===== src/rtl/alu_pkg.sv =====
// Shared op-code and FSM state definitions for the iterative ALU.
// Imported by alu_iter and alu_shifter.
package alu_pkg;

  typedef enum logic [3:0] {
    OP_AND  = 4'b0000,
    OP_XOR  = 4'b0001,
    OP_SUB  = 4'b0010,
    OP_OR   = 4'b0011,
    OP_ADD  = 4'b0100,
    OP_BGE  = 4'b0101,
    OP_BNE  = 4'b0110,
    OP_SRA  = 4'b0111,
    OP_BEQ  = 4'b1000,
    OP_SLL  = 4'b1001,
    OP_LUI  = 4'b1010,
    OP_RSVD = 4'b1011,
    OP_SRL  = 4'b1100,
    OP_BLT  = 4'b1101,
    OP_SLT  = 4'b1110,
    OP_ADDJ = 4'b1111
  } alu_op_e;

  typedef enum logic [1:0] {
    S_IDLE  = 2'd0,
    S_SHIFT = 2'd1,
    S_DONE  = 2'd2
  } state_e;

  function automatic logic is_shift(alu_op_e op);
    return (op == OP_SLL) || (op == OP_SRL) || (op == OP_SRA);
  endfunction

endpackage


===== src/rtl/alu_shifter.sv =====
// Shift unit for alu_iter: one bit per cycle by default, or a single-cycle
// log barrel shifter when ALU_FAST_SHIFT_EN is defined.
module alu_shifter
  import alu_pkg::*;
#(
  parameter int DATA_W = 32,
  parameter int SH_W   = $clog2(DATA_W)
) (
  input  logic              clk,
  input  logic              reset,
  input  logic              i_load,
  input  alu_op_e           i_op,
  input  logic [DATA_W-1:0] i_data,
  input  logic [SH_W-1:0]   i_shamt,
  output logic [DATA_W-1:0] o_imm_result,
  output logic              o_imm_done,
  output logic [DATA_W-1:0] o_iter_result,
  output logic              o_iter_last
);

`ifdef ALU_FAST_SHIFT_EN

  logic [DATA_W-1:0] w_stage [SH_W+1];

  assign w_stage[0] = i_data;

  // Stage gi shifts by 2**gi when the matching shamt bit is set.
  for (genvar gi = 0; gi < SH_W; gi++) begin : g_stage
    assign w_stage[gi+1] =
      !i_shamt[gi]       ? w_stage[gi] :
      (i_op == OP_SLL)   ? (w_stage[gi] << (2**gi)) :
      (i_op == OP_SRA)   ? $unsigned($signed(w_stage[gi]) >>> (2**gi)) :
                           (w_stage[gi] >> (2**gi));
  end

  assign o_imm_result  = w_stage[SH_W];
  assign o_imm_done    = 1'b1;
  assign o_iter_result = '0;
  assign o_iter_last   = 1'b0;

`else

  function automatic logic [DATA_W-1:0] shift1(alu_op_e op, logic [DATA_W-1:0] d);
    case (op)
      OP_SLL:  return {d[DATA_W-2:0], 1'b0};
      OP_SRA:  return {d[DATA_W-1], d[DATA_W-1:1]};
      default: return {1'b0, d[DATA_W-1:1]};
    endcase
  endfunction

  logic [DATA_W-1:0] r_data;
  logic [SH_W-1:0]   r_cnt;
  alu_op_e           r_op;

  // The first bit is shifted on the load edge, so r_cnt counts the remaining bits.
  always_ff @(posedge clk) begin
    if (reset) begin
      r_data <= '0;
      r_cnt  <= '0;
      r_op   <= OP_SLL;
    end else if (i_load) begin
      r_op   <= i_op;
      r_data <= shift1(i_op, i_data);
      r_cnt  <= (i_shamt == '0) ? '0 : i_shamt - SH_W'(1);
    end else if (r_cnt != '0) begin
      r_data <= shift1(r_op, r_data);
      r_cnt  <= r_cnt - SH_W'(1);
    end
  end

  assign o_imm_done    = (i_shamt <= SH_W'(1));
  assign o_imm_result  = (i_shamt == '0) ? i_data : shift1(i_op, i_data);
  assign o_iter_result = shift1(r_op, r_data);
  assign o_iter_last   = (r_cnt == SH_W'(1));

`endif

endmodule


===== src/rtl/alu_iter.sv =====
// Handshaked RISC-V style ALU with a multi-cycle shift path (IDLE/SHIFT/DONE).
// Define ALU_FAST_SHIFT_EN to make shifts single-cycle.
module alu_iter
  import alu_pkg::*;
#(
  parameter int DATA_W = 32
) (
  input  logic              clk,
  input  logic              reset,
  input  logic              in_valid,
  output logic              in_ready,
  input  logic [3:0]        Operation,
  input  logic [DATA_W-1:0] SrcA,
  input  logic [DATA_W-1:0] SrcB,
  output logic              out_valid,
  input  logic              out_ready,
  output logic [DATA_W-1:0] ALUResult,
  output logic              zero,
  output logic              busy
);

  localparam int SH_W = (DATA_W > 1) ? $clog2(DATA_W) : 1;

  state_e            r_state;
  state_e            w_state_next;
  logic [DATA_W-1:0] r_result;
  logic              r_zero;

  alu_op_e           w_op;
  logic              w_accept;
  logic              w_is_shift;
  logic              w_direct;
  logic              w_lt;
  logic              w_eq;
  logic              w_cond;
  logic              w_is_branch;
  logic [DATA_W-1:0] w_alu_result;
  logic              w_alu_zero;

  logic [DATA_W-1:0] w_sh_imm_result;
  logic              w_sh_imm_done;
  logic [DATA_W-1:0] w_sh_iter_result;
  logic              w_sh_iter_last;

  assign w_op       = alu_op_e'(Operation);
  assign w_accept   = in_valid && in_ready;
  assign w_is_shift = is_shift(w_op);
  // Everything except a shift longer than one bit completes on the accept edge.
  assign w_direct   = !w_is_shift || w_sh_imm_done;
  assign w_lt       = $signed(SrcA) < $signed(SrcB);
  assign w_eq       = (SrcA == SrcB);

  alu_shifter #(
    .DATA_W(DATA_W),
    .SH_W  (SH_W)
  ) u_shifter (
    .clk          (clk),
    .reset        (reset),
    .i_load       (w_accept && w_is_shift),
    .i_op         (w_op),
    .i_data       (SrcA),
    .i_shamt      (SrcB[SH_W-1:0]),
    .o_imm_result (w_sh_imm_result),
    .o_imm_done   (w_sh_imm_done),
    .o_iter_result(w_sh_iter_result),
    .o_iter_last  (w_sh_iter_last)
  );

  always_ff @(posedge clk) begin
    if (reset) begin
      r_state <= S_IDLE;
    end else begin
      r_state <= w_state_next;
    end
  end

  always_comb begin
    w_state_next = r_state;
    case (r_state)
      S_IDLE: begin
        if (w_accept) begin
          w_state_next = w_direct ? S_DONE : S_SHIFT;
        end
      end
      S_SHIFT: begin
        if (w_sh_iter_last) begin
          w_state_next = S_DONE;
        end
      end
      S_DONE: begin
        if (w_accept) begin
          w_state_next = w_direct ? S_DONE : S_SHIFT;
        end else if (out_ready) begin
          w_state_next = S_IDLE;
        end
      end
      default: w_state_next = S_IDLE;
    endcase
  end

  always_comb begin
    in_ready  = !reset && ((r_state == S_IDLE) || ((r_state == S_DONE) && out_ready));
    out_valid = (r_state == S_DONE);
    busy      = (r_state != S_IDLE);
  end

  always_comb begin
    w_alu_result = '0;
    w_cond       = 1'b0;
    w_is_branch  = 1'b0;
    case (w_op)
      OP_AND:          w_alu_result = SrcA & SrcB;
      OP_XOR:          w_alu_result = SrcA ^ SrcB;
      OP_SUB:          w_alu_result = SrcA - SrcB;
      OP_OR:           w_alu_result = SrcA | SrcB;
      OP_ADD, OP_ADDJ: w_alu_result = SrcA + SrcB;
      OP_LUI:          w_alu_result = SrcB;
      OP_SLT:          w_alu_result = {{(DATA_W-1){1'b0}}, w_lt};
      OP_SLL, OP_SRL, OP_SRA: w_alu_result = w_sh_imm_result;
      OP_BEQ: begin w_is_branch = 1'b1; w_cond = w_eq;  end
      OP_BNE: begin w_is_branch = 1'b1; w_cond = !w_eq; end
      OP_BLT: begin w_is_branch = 1'b1; w_cond = w_lt;  end
      OP_BGE: begin w_is_branch = 1'b1; w_cond = !w_lt; end
      default:         w_alu_result = '0;
    endcase
    if (w_is_branch) begin
      w_alu_result = {{(DATA_W-1){1'b0}}, w_cond};
    end
    // The reserved code yields 0, so its zero flag comes out as 1 naturally.
    w_alu_zero = w_is_branch ? w_cond : (w_alu_result == '0);
  end

  always_ff @(posedge clk) begin
    if (reset) begin
      r_result <= '0;
      r_zero   <= 1'b0;
    end else if (w_accept && w_direct) begin
      r_result <= w_alu_result;
      r_zero   <= w_alu_zero;
    end else if ((r_state == S_SHIFT) && w_sh_iter_last) begin
      r_result <= w_sh_iter_result;
      r_zero   <= (w_sh_iter_result == '0);
    end
  end

  assign ALUResult = r_result;
  assign zero      = r_zero;

endmodule


===== config.mk =====
export PLATFORM = sky130hd
export DESIGN_NAME = alu_iter
export DESIGN_NICKNAME = d
export VERILOG_FILES = /design/src/rtl/alu_pkg.sv /design/src/rtl/alu_shifter.sv /design/src/rtl/alu_iter.sv
export SDC_FILE = /design/constraint.sdc
export NUM_CORES = 1
export LEC_CHECK = 0
export ABC_AREA = 1
export BUFFER_PORTS_ARGS = -buffer_cell sky130_fd_sc_hd__buf_2
export CAP_MARGIN = 30
export CORE_MARGIN = 4
export CORE_UTILIZATION = 50
export CTS_BUF_LIST = sky130_fd_sc_hd__clkbuf_16
export DETAILED_ROUTE_END_ITERATION = 8
export PLACE_DENSITY = 0.76
export SETUP_SLACK_MARGIN = 0.02
export SLEW_MARGIN = 20
export SYNTH_ARGS = -nofsm -noshare
export SYNTH_HDL_FRONTEND = slang
export SYNTH_SLANG_ARGS = --single-unit

===== constraint.sdc =====
create_clock -name clk -period 3.5 [get_ports clk]
set_clock_uncertainty 0.15 [all_clocks]
set_input_delay 0.35 -clock clk [delete_from_list [all_inputs] [get_ports clk]]
set_output_delay 0.35 -clock clk [all_outputs]
set_load 0.01 [all_outputs]

==> results of run 1 <==
## tightest hold or removal path, cell delays in order
cell and delay, ps:
buf_2 140, inv_2 90, a21oi_1 60
## power by group through the flow
stage	Sequential, mW	Combinational (mW)	Clock, mW
global placement	1.06	2.16	0
global route	1.06	2.46	0.938
detailed placement	1.07	2.17	0
floorplan	1.06	1.40	0
finish	1.05	2.27	0.916
CTS	1.05	2.19	0.914
## kinds of logic after synthesis
| logic type | count (synthesis) |
|---|---|
| muxes | 9 |
| buffers and inverters | 488 |
| and+or+nand+nor | 1184 |
| adders and majority gates | 103 |
| AOI/OAI and AO/OA | 353 |
| xor gates and xnor gates | 3 |
| DFF | 76 |
## per-layer routing
layer | wire [microns] | vias up
met1 | 22200 | 6935
met5 | 0 | -
li1 | - | 7210
met2 | 22400 | 910
met3 | 5820 | 142
met4 | 2270 | 0
## stage by stage
| step | setup slack, ps | instance area, sq um | util, % | total power, mW |
|---|---|---|---|---|
| global route | 21.6 | 13100 | 57.2 | 4.46 |
| floorplan | 903 | 11700 | - | 2.46 |
| detailed placement | 11.8 | 12800 | 55.9 | 3.24 |
| CTS | 332 | 13100 | 57.2 | 4.15 |
| global placement | 2.32 | 12800 | 55.9 | 3.23 |
| finish | 263 | 13100 | 57.2 | 4.24 |
## layout by cell type (no fill, tap or decap), types with 2 or more instances in the layout
cell type and n:
nand2_1 666, inv_1 391, nor2_1 264, nand3_1 162
o21ai_0 141, buf_2 107, ha_1 100, a21oi_1 97
dfxtp_1 76, buf_4 60, a211oi_1 34, nor3_1 32
nand4_1 28, o22ai_1 25, a221oi_1 12, a31oi_1 9
or2_2 9, mux2i_1 9, o2111ai_1 9, clkbuf_16 9
nor2_2 7, o21bai_1 7, inv_2 6, nor4_1 5
clkinv_1 4, a22oi_1 4, o221ai_1 4, and2_1 3
o211ai_1 3, o21ai_1 3, clkinvlp_4 3, buf_12 3
nor3_2 2, nand2_2 2, xor2_1 2, fa_1 2
## final cells by class
class                           instances  area (sq um)
Tap cell                              313           392
Multi-Input combinational cell       1652          8320
Clock buffer                            9           225
Sequential cell                        76          1520
Clock inverter                          7          68.8
Timing Repair Buffer                  170          1050
Inverter                              399          1500
Fill cell                            2494          9780
## final timing paths
kind | endpoint | depth (start not counted)
setup / recovery | zero$_SDFFE_PP0P_ | 20
hold / removal | u_shifter.r_op[2]$_SDFFE_PP0P_ | 3
hold reg to reg | ALUResult[7]$_SDFFE_PP0P_ | 2
setup reg to reg | zero$_SDFFE_PP0P_ | 8
## sequential cells by signal, indices dropped and copies added, names as in the netlist
| register | cells |
|---|---|
| r_state | 2 |
| u_shifter.r_data | 32 |
| u_shifter.r_op | 4 |
| ALUResult | 32 |
| zero | 1 |
| u_shifter.r_cnt | 5 |
==> impl_metrics.ini, run 1 <==
[outcome]
outcome = finished, final reports clean

[routing]
via_count = 15197
vias_per_cell = 5.79
ant_nets = 0
drt_iter0_markers = 2300
drc = 0
drtPass1Iterations = 6
drt_wl_total_microns = 52700
post_drt_wl_per_cell_microns = 20.1

[floorplan]
die_h_microns = 161
dieWidth_microns = 161
rows = 55
start_util_pct = 51.3
ioPinCount = 108
core_area_sq_um = 22800
dieArea_sq_um = 25900

[clock_tree]
clk_pin_slew_ps = 60
cts_hold_buf = 0
cts_tree = built
cts_setup_buffers = 0
cts_root_buf = clkbuf_16
numCtsBuffers = 9
cts_max_level = 3
cts_buffer_depth = 2
clock_sinks = 76
clk_latency_ps = 340
cts.repair.resized = 0

[synth]
synth-simple-area-share_pct = 41.4
synth_area_leaders = nand2_1 21%, dfxtp_1 13%, inv_1 13%
yosysTopAreaCell = nand2_1
ys_ff_latch = 76
synth_top_area_share_pct = 21.3
synth_xor_xnor_area_share_pct = 0.224
yosysWarnings = 0
synthMuxAreaShare_pct = 0.769
postSynthCellCount = 2216
ys.flop_type = dfxtp_1
syn_avg_cell_area_sq_um = 5.28
synth_edf_count = 0
synth_compound_area_share_pct = 17.4
synthArstFlopShare_pct = 0
synth-seq-area-share_pct = 13.0
synth.distinct_cells = 46
syn_area_sq_um = 11700
yosysMostFrequentCell = nand2_1
synth-adder-area-share_pct = 11.1
synth_top_family_by_area = simple AND/OR/NAND/NOR gates
synth_nets = 2391
netlist_top_cells_count = 666 x nand2_1, 390 x inv_1, 267 x nor2_1

[power]
peakVddDrop_mv = 0.368
power_frac_seq_pct = 24.8
power.leakage_nw = 7.33
clkPwrFrac_pct = 21.6
pwr-share-comb_pct = 53.5
powerDensity_nw_per_um2 = 324
power.internal_mw = 2.22
p_sw_mw = 2.02
switching_share_pct = 47.7

[critical_path]
crit_arrival_ps = 3350
cp_slowest_cell = ha_1
r2r_start = u_shifter.r_op[1]$_SDFFE_PP0P_
crit_type = primary input to flip-flop
worst_path_largest_cell_delay_ps = 500
worst-endpoint-required_ps = 3610
critPathBufInv = 3
crit_path_end_kind = flip-flop
path_cells = buf_2 -> inv_1 -> ha_1 -> nor2_1 -> nand2_1 -> inv_1 -> nand2_1 -> nor3_2 -> nand2_1 -> nand2_1 -> nand2_1 -> nand2_1 -> nor2_1 -> nor2_1 -> nand3_1 -> nor2_1 -> nand3_1 -> nand2_1 -> nand2_1 -> a21oi_1
rrSetupSlack_ps = 580
crit_path_start_kind = primary input
crit_start = SrcA[21]
path_max_fanout = 9
critPathMostFrequentCell = nand2_1
path_delay_family = simple AND/OR/NAND/NOR gates

[final_layout]
drive_gt1_share_pct = 9.21
syn_to_final_growth_pct = 11.6
insertedDiodeCount = 0
stdcell_count = 2626
nets = 2483

[timing]
drv_slew = 0
setup_viol = 0
holdWs_ps = 217
rsz0062_at_grt = false
slew-limit-headroom_pct = 34.9
tns_ps = 0
period_needed_ps = 3240
max_freq_mhz = 309
worst_slew_pin_slew_ps = 973
final.period_utilization_pct = 92.5
hold_viol = 0

[run]
maxCapViolations = 0

[place]
dpl.hpwl_microns = 43000
io_buffers = 107
place_congestion = 1.09
place_inst = 2610

[global_routing]
grt_start_max_net_pins = 62
use_met1_pct = 52.9
grt.met3_usage_pct = 7.07
grt_util_all_layers_pct = 38.6
grt_util_met2_pct = 60.4
grt_pass1_wl_microns = 78300
antenna_found_initial = 0
grt-ovfl-total = 0
top_usage_layer = met2
grt_pass1_vias = 13500

[worst_hold_path]
min_from = Operation[2]
hp-class = primary input to flip-flop
(Power assumes the default switching activity.)
==> run 2: changes to the inputs <==
--- a/config.mk
+++ b/config.mk
@@ -10,7 +10,6 @@
 export CAP_MARGIN = 30
 export CORE_MARGIN = 4
 export CORE_UTILIZATION = 50
-export CTS_BUF_LIST = sky130_fd_sc_hd__clkbuf_16
 export DETAILED_ROUTE_END_ITERATION = 8
 export PLACE_DENSITY = 0.76
 export SETUP_SLACK_MARGIN = 0.02
==> run 2 against run 1 <==
  * Core utilization about the same
  * Final cell count unchanged
  * Setup slack better by 7.4 ps
  * Cell area about the same
  * Highest routed layer unchanged
  * Critical path type unchanged
  * Largest power group unchanged
==> impl_metrics.ini, run 2 (synthesized netlist as in run 1, its figures left out) <==
[floorplan]
start_util_pct = 51.3
core_area_sq_um = 22800
ioPinCount = 108
rows = 55
dieArea_sq_um = 25900
die_h_microns = 161
dieWidth_microns = 161

[power]
power.leakage_nw = 7.33
clkPwrFrac_pct = 22.1
power_frac_seq_pct = 24.7
peakVddDrop_mv = 0.368
p_sw_mw = 2.02
switching_share_pct = 47.4
powerDensity_nw_per_um2 = 326
pwr-share-comb_pct = 53.2
power_mw = 4.26
power.internal_mw = 2.24

[clock_tree]
clk_latency_ps = 340
cts_hold_buf = 0
clk_pin_slew_ps = 60
cts_max_level = 3
cts_setup_buffers = 0
cts_buffer_depth = 2
cts_root_buf = clkbuf_16
cts.repair.resized = 0
clock_sinks = 76
numCtsBuffers = 9
cts_tree = built

[critical_path]
crit_arrival_ps = 3340
path_cells = buf_2 -> inv_1 -> ha_1 -> nor2_1 -> nand2_1 -> inv_1 -> nand2_1 -> nor3_2 -> nand2_1 -> nand2_1 -> nand2_1 -> nand2_1 -> nor2_1 -> nor2_1 -> nand3_1 -> nor2_1 -> nand3_1 -> nand2_1 -> nand2_1 -> a21oi_1
crit_start = SrcA[22]
worst_path_largest_cell_delay_ps = 500
crit_type = primary input to flip-flop
cp-endpoint = zero$_SDFFE_PP0P_
r2r_start = u_shifter.r_op[1]$_SDFFE_PP0P_
cp_slowest_cell = ha_1
critPathMostFrequentCell = nand2_1
r2r_end = zero$_SDFFE_PP0P_
worst-endpoint-required_ps = 3620
reg2reg_depth = 8
crit_path_end_kind = flip-flop
crit_path_start_kind = primary input
rrSetupSlack_ps = 600
path_max_fanout = 10

[final_layout]
fillers = 2491
final_cell_mix = 666 x nand2_1, 390 x inv_1, 264 x nor2_1
drive_gt1_share_pct = 9.25
syn_to_final_growth_pct = 11.7
nets = 2483
insertedDiodeCount = 0
final_common_cell = nand2_1

[timing]
slew-limit-headroom_pct = 35.7
setup_viol = 0
max_freq_mhz = 310
period_needed_ps = 3230
hold_viol = 0
final.period_utilization_pct = 92.3
tns_ps = 0
worst_slew_pin_slew_ps = 962
rsz0062_at_grt = false
drv_slew = 0

[routing]
drtPass1Iterations = 8
post_drt_wl_per_cell_microns = 20.1
drt_iter0_markers = 2167
drc = 0
via_count = 15199
ant_nets = 0
drt_wl_total_microns = 52700
vias_per_cell = 5.79

[global_routing]
grt_start_max_net_pins = 62
grt_pass1_vias = 13500
grt_pass1_wl_microns = 78300
grt-ovfl-total = 0
antenna_found_initial = 0
grt_util_all_layers_pct = 38.6

[worst_hold_path]
hp-class = primary input to flip-flop

[place]
place_congestion = 1.09
io_buffers = 107
dpl.hpwl_microns = 43000

[run]
maxCapViolations = 0

[outcome]
outcome = finished, final reports clean
-- run 2: cell count changes in the layout (fill, tap and decap cells not counted) --
cell      before  now
clkbuf_1       0    1
clkbuf_8       0    1
clkinv_1       4    3
inv_1        391  390
-- run 2: how the worst min path moves through the flow --
stage	slack, ps	cells past startpoint	end	start
finish	210	3	u_shifter.r_op[2]$_SDFFE_PP0P_	Operation[2]
global route	230	3	u_shifter.r_op[2]$_SDFFE_PP0P_	Operation[2]
CTS	200	3	u_shifter.r_op[2]$_SDFFE_PP0P_	Operation[2]
detailed placement	320	2	u_shifter.r_data[0]$_SDFFE_PP0P_	u_shifter.r_data[0]$_SDFFE_PP0P_
global placement	320	2	u_shifter.r_data[0]$_SDFFE_PP0P_	u_shifter.r_data[0]$_SDFFE_PP0P_
floorplan	310	2	u_shifter.r_data[0]$_SDFFE_PP0P_	u_shifter.r_data[0]$_SDFFE_PP0P_
-- run 2: area by class of cell --
class,instances,area [sq um],share of cell area [%]
inverter,399,1500,11.5
multi-input combinational,1652,8320,63.6
clock inverter,5,61.3,0.469
timing repair buffer,170,1050,8.00
clock buffer,11,243,1.86
sequential,76,1520,11.6
tap,313,392,2.99
-- run 2: power by group through the flow --
stage	Sequential, mW	Clock, mW	Combinational, mW
finish	1.05	0.941	2.26
CTS	1.05	0.939	2.19
global placement	1.06	0	2.16
global route	1.06	0.963	2.46
floorplan	1.06	0	1.40
detailed placement	1.07	0	2.17
-- run 2: critical path, delay by kind of cell --
kind	cells	cell delay, ps
AO/OA/AOI/OAI	1	130
adder cells (fa/ha/maj)	1	500
buffers and inverters	3	360
AND/OR/NAND/NOR	15	2000
-- run 2: layer usage --
metal	share of wire [%]	GRT usage (%)	routed length (microns)	vias up
li1	-	-	-	7206
met1	41	52.9	21800	6894
met2	42	60.3	22400	950
met3	12	7.09	6240	149
met4	4.5	14.7	2360	0
met5	0	0	0	-
-- run 2: through the flow --
step	util [%]	hold slack, ps	setup slack [ps]	instances	instance area [sq um]
global placement	55.9	316	2.32	2610	12800
global route	57.2	226	21.6	2626	13100
floorplan	-	305	903	2216	11700
detailed placement	55.9	321	11.8	2610	12800
CTS	57.2	202	332	2626	13100
finish	57.2	214	271	2626	13100
==> run 3: changes to the inputs <==
--- a/config.mk
+++ b/config.mk
@@ -9,9 +9,9 @@
 export BUFFER_PORTS_ARGS = -buffer_cell sky130_fd_sc_hd__buf_2
 export CAP_MARGIN = 30
 export CORE_MARGIN = 4
-export CORE_UTILIZATION = 50
+export CORE_UTILIZATION = 45
 export DETAILED_ROUTE_END_ITERATION = 8
-export PLACE_DENSITY = 0.76
+export PLACE_DENSITY = 0.7
 export SETUP_SLACK_MARGIN = 0.02
 export SLEW_MARGIN = 20
 export SYNTH_ARGS = -nofsm -noshare
==> run 3 against run 2 <==
  * First-iteration DRC count decreased by 5.8%
  * Core utilization decreased by 5.0 points
  * Critical path depth increased by 3
  * Critical endpoint unchanged
  * Largest power group unchanged
  * Highest routed layer unchanged
==> impl_metrics.ini, run 3 (synthesized netlist as in run 1, its figures left out) <==
[place]
place_congestion = 1.06
place_inst = 2653
dpl_cell_area_sq_um = 13000
dpl.hpwl_microns = 45300
io_buffers = 107

[floorplan]
start_util_pct = 46.1
rows = 58
dieWidth_microns = 169
die_h_microns = 169
ioPinCount = 108
core_area_sq_um = 25400
dieArea_sq_um = 28700

[power]
peakVddDrop_mv = 0.552
pwr-share-comb_pct = 53.9
clkPwrFrac_pct = 21.6
switching_share_pct = 47.1
powerDensity_nw_per_um2 = 324
power.leakage_nw = 7.46
p_sw_mw = 2.02
power_mw = 4.29
power.internal_mw = 2.27
power_frac_seq_pct = 24.5

[run]
maxCapViolations = 0

[clock_tree]
cts.repair.resized = 0
cts_hold_buf = 0
cts_root_buf = clkbuf_16
cts_buffer_depth = 2
clk_pin_slew_ps = 60
numCtsBuffers = 9
cts_tree = built
clock_sinks = 76
cts_setup_buffers = 0
cts_max_level = 3
clk_latency_ps = 340

[outcome]
outcome = finished, final reports clean

[final_layout]
stdcell_count = 2669
insertedDiodeCount = 0
final_common_cell = nand2_1
syn_to_final_growth_pct = 13.3
drive_gt1_share_pct = 10.1
utilization_pct = 52.2
final_cell_mix = 666 x nand2_1, 390 x inv_1, 266 x nor2_1
postLayoutCellArea_sq_um = 13300
nets = 2509

[routing]
vias_per_cell = 5.69
dr.max_layer_used = met4
drt_wl_total_microns = 54800
wl_met2_microns = 23900
drc = 0
drt_iter0_markers = 2041
met3_length_microns = 5500
post_drt_wl_per_cell_microns = 20.5
ant_nets = 0
via_count = 15176
drtPass1Iterations = 6
wirelength_met1_microns = 23700

[timing]
hold_viol = 0
drv_slew = 0
period_needed_ps = 3240
slew-limit-headroom_pct = 35.2
setup_viol = 0
rsz0062_at_grt = false
final.period_utilization_pct = 92.5
tns_ps = 0
max_freq_mhz = 309
worst_slew_pin_slew_ps = 968

[global_routing]
grt-ovfl-total = 0
grt_util_all_layers_pct = 36.9
grt_pass1_vias = 13814
antenna_found_initial = 0
grt_pass1_wl_microns = 82000
grt_start_max_net_pins = 62

[critical_path]
path_max_fanout = 9
crit_arrival_ps = 3360
crit_type = primary input to flip-flop
crit_path_start_kind = primary input
worst-endpoint-required_ps = 3620
crit_path_end_kind = flip-flop

[worst_hold_path]
hp-class = primary input to flip-flop
-- run 3: worst max-delay path, cell delays in order --
cell and delay [ps]:
buf_2 150, inv_1 70, ha_1 520, inv_1 190, nand2_1 90, nand2_1 100, inv_1 90, nand3_1 220
nand2_1 120, nand2_1 130, inv_1 150, nor2_1 60, nor2_1 300, nand2_1 90, nand2_1 70, nor2_1 40
nor2_1 150, nand2_1 70, nor2_1 110, nand3_1 80, nand2_1 60, nand2_1 50, a21oi_1 110
-- run 3: power groups by stage --
stage	Combinational (mW)	Clock, mW	Sequential, mW
6_report	2.31	0.926	1.05
5_1_grt	2.52	0.960	1.07
4_1_cts	2.25	0.931	1.05
3_5_place_dp	2.24	0	1.07
3_3_place_gp	2.23	0	1.07
2_1_floorplan	1.40	0	1.06
-- run 3: cell type report --
| class | count | area (sq um) |
|---|---|---|
| tap | 330 | 413 |
| timing repair buffer | 196 | 1230 |
| multi-input combinational | 1652 | 8310 |
| clock inverter | 4 | 48.8 |
| fill | 2835 | 12100 |
| inverter | 399 | 1500 |
| clock buffer | 12 | 246 |
| sequential | 76 | 1520 |
-- run 3: path summary, 6_finish.rpt --
kind	from	to	slack (ps)	cells after the start
setup reg to reg	u_shifter.r_op[2]$_SDFFE_PP0P_	zero$_SDFFE_PP0P_	710	9
setup / recovery	SrcA[5]	zero$_SDFFE_PP0P_	260	23
hold reg to reg	ALUResult[8]$_SDFFE_PP0P_	ALUResult[8]$_SDFFE_PP0P_	340	2
hold / removal	out_ready	r_state[1]$_SDFFE_PP0P_	230	4
-- run 3: routing by layer --
metal / up-vias / GRT usage [%]
met4: 0 / 10.9
met5: - / 0
met3: 112 / 5.50
met2: 805 / 58.3
li1: 7257 / -
met1: 7002 / 52.1
-- run 3: stage by stage --
stage / hold WS (ps) / setup slack [ps]
finish: 231 / 261
detailed placement: 328 / 48.2
floorplan: 305 / 903
global placement: 325 / 8.40
CTS: 203 / 393
global route: 244 / 37.8
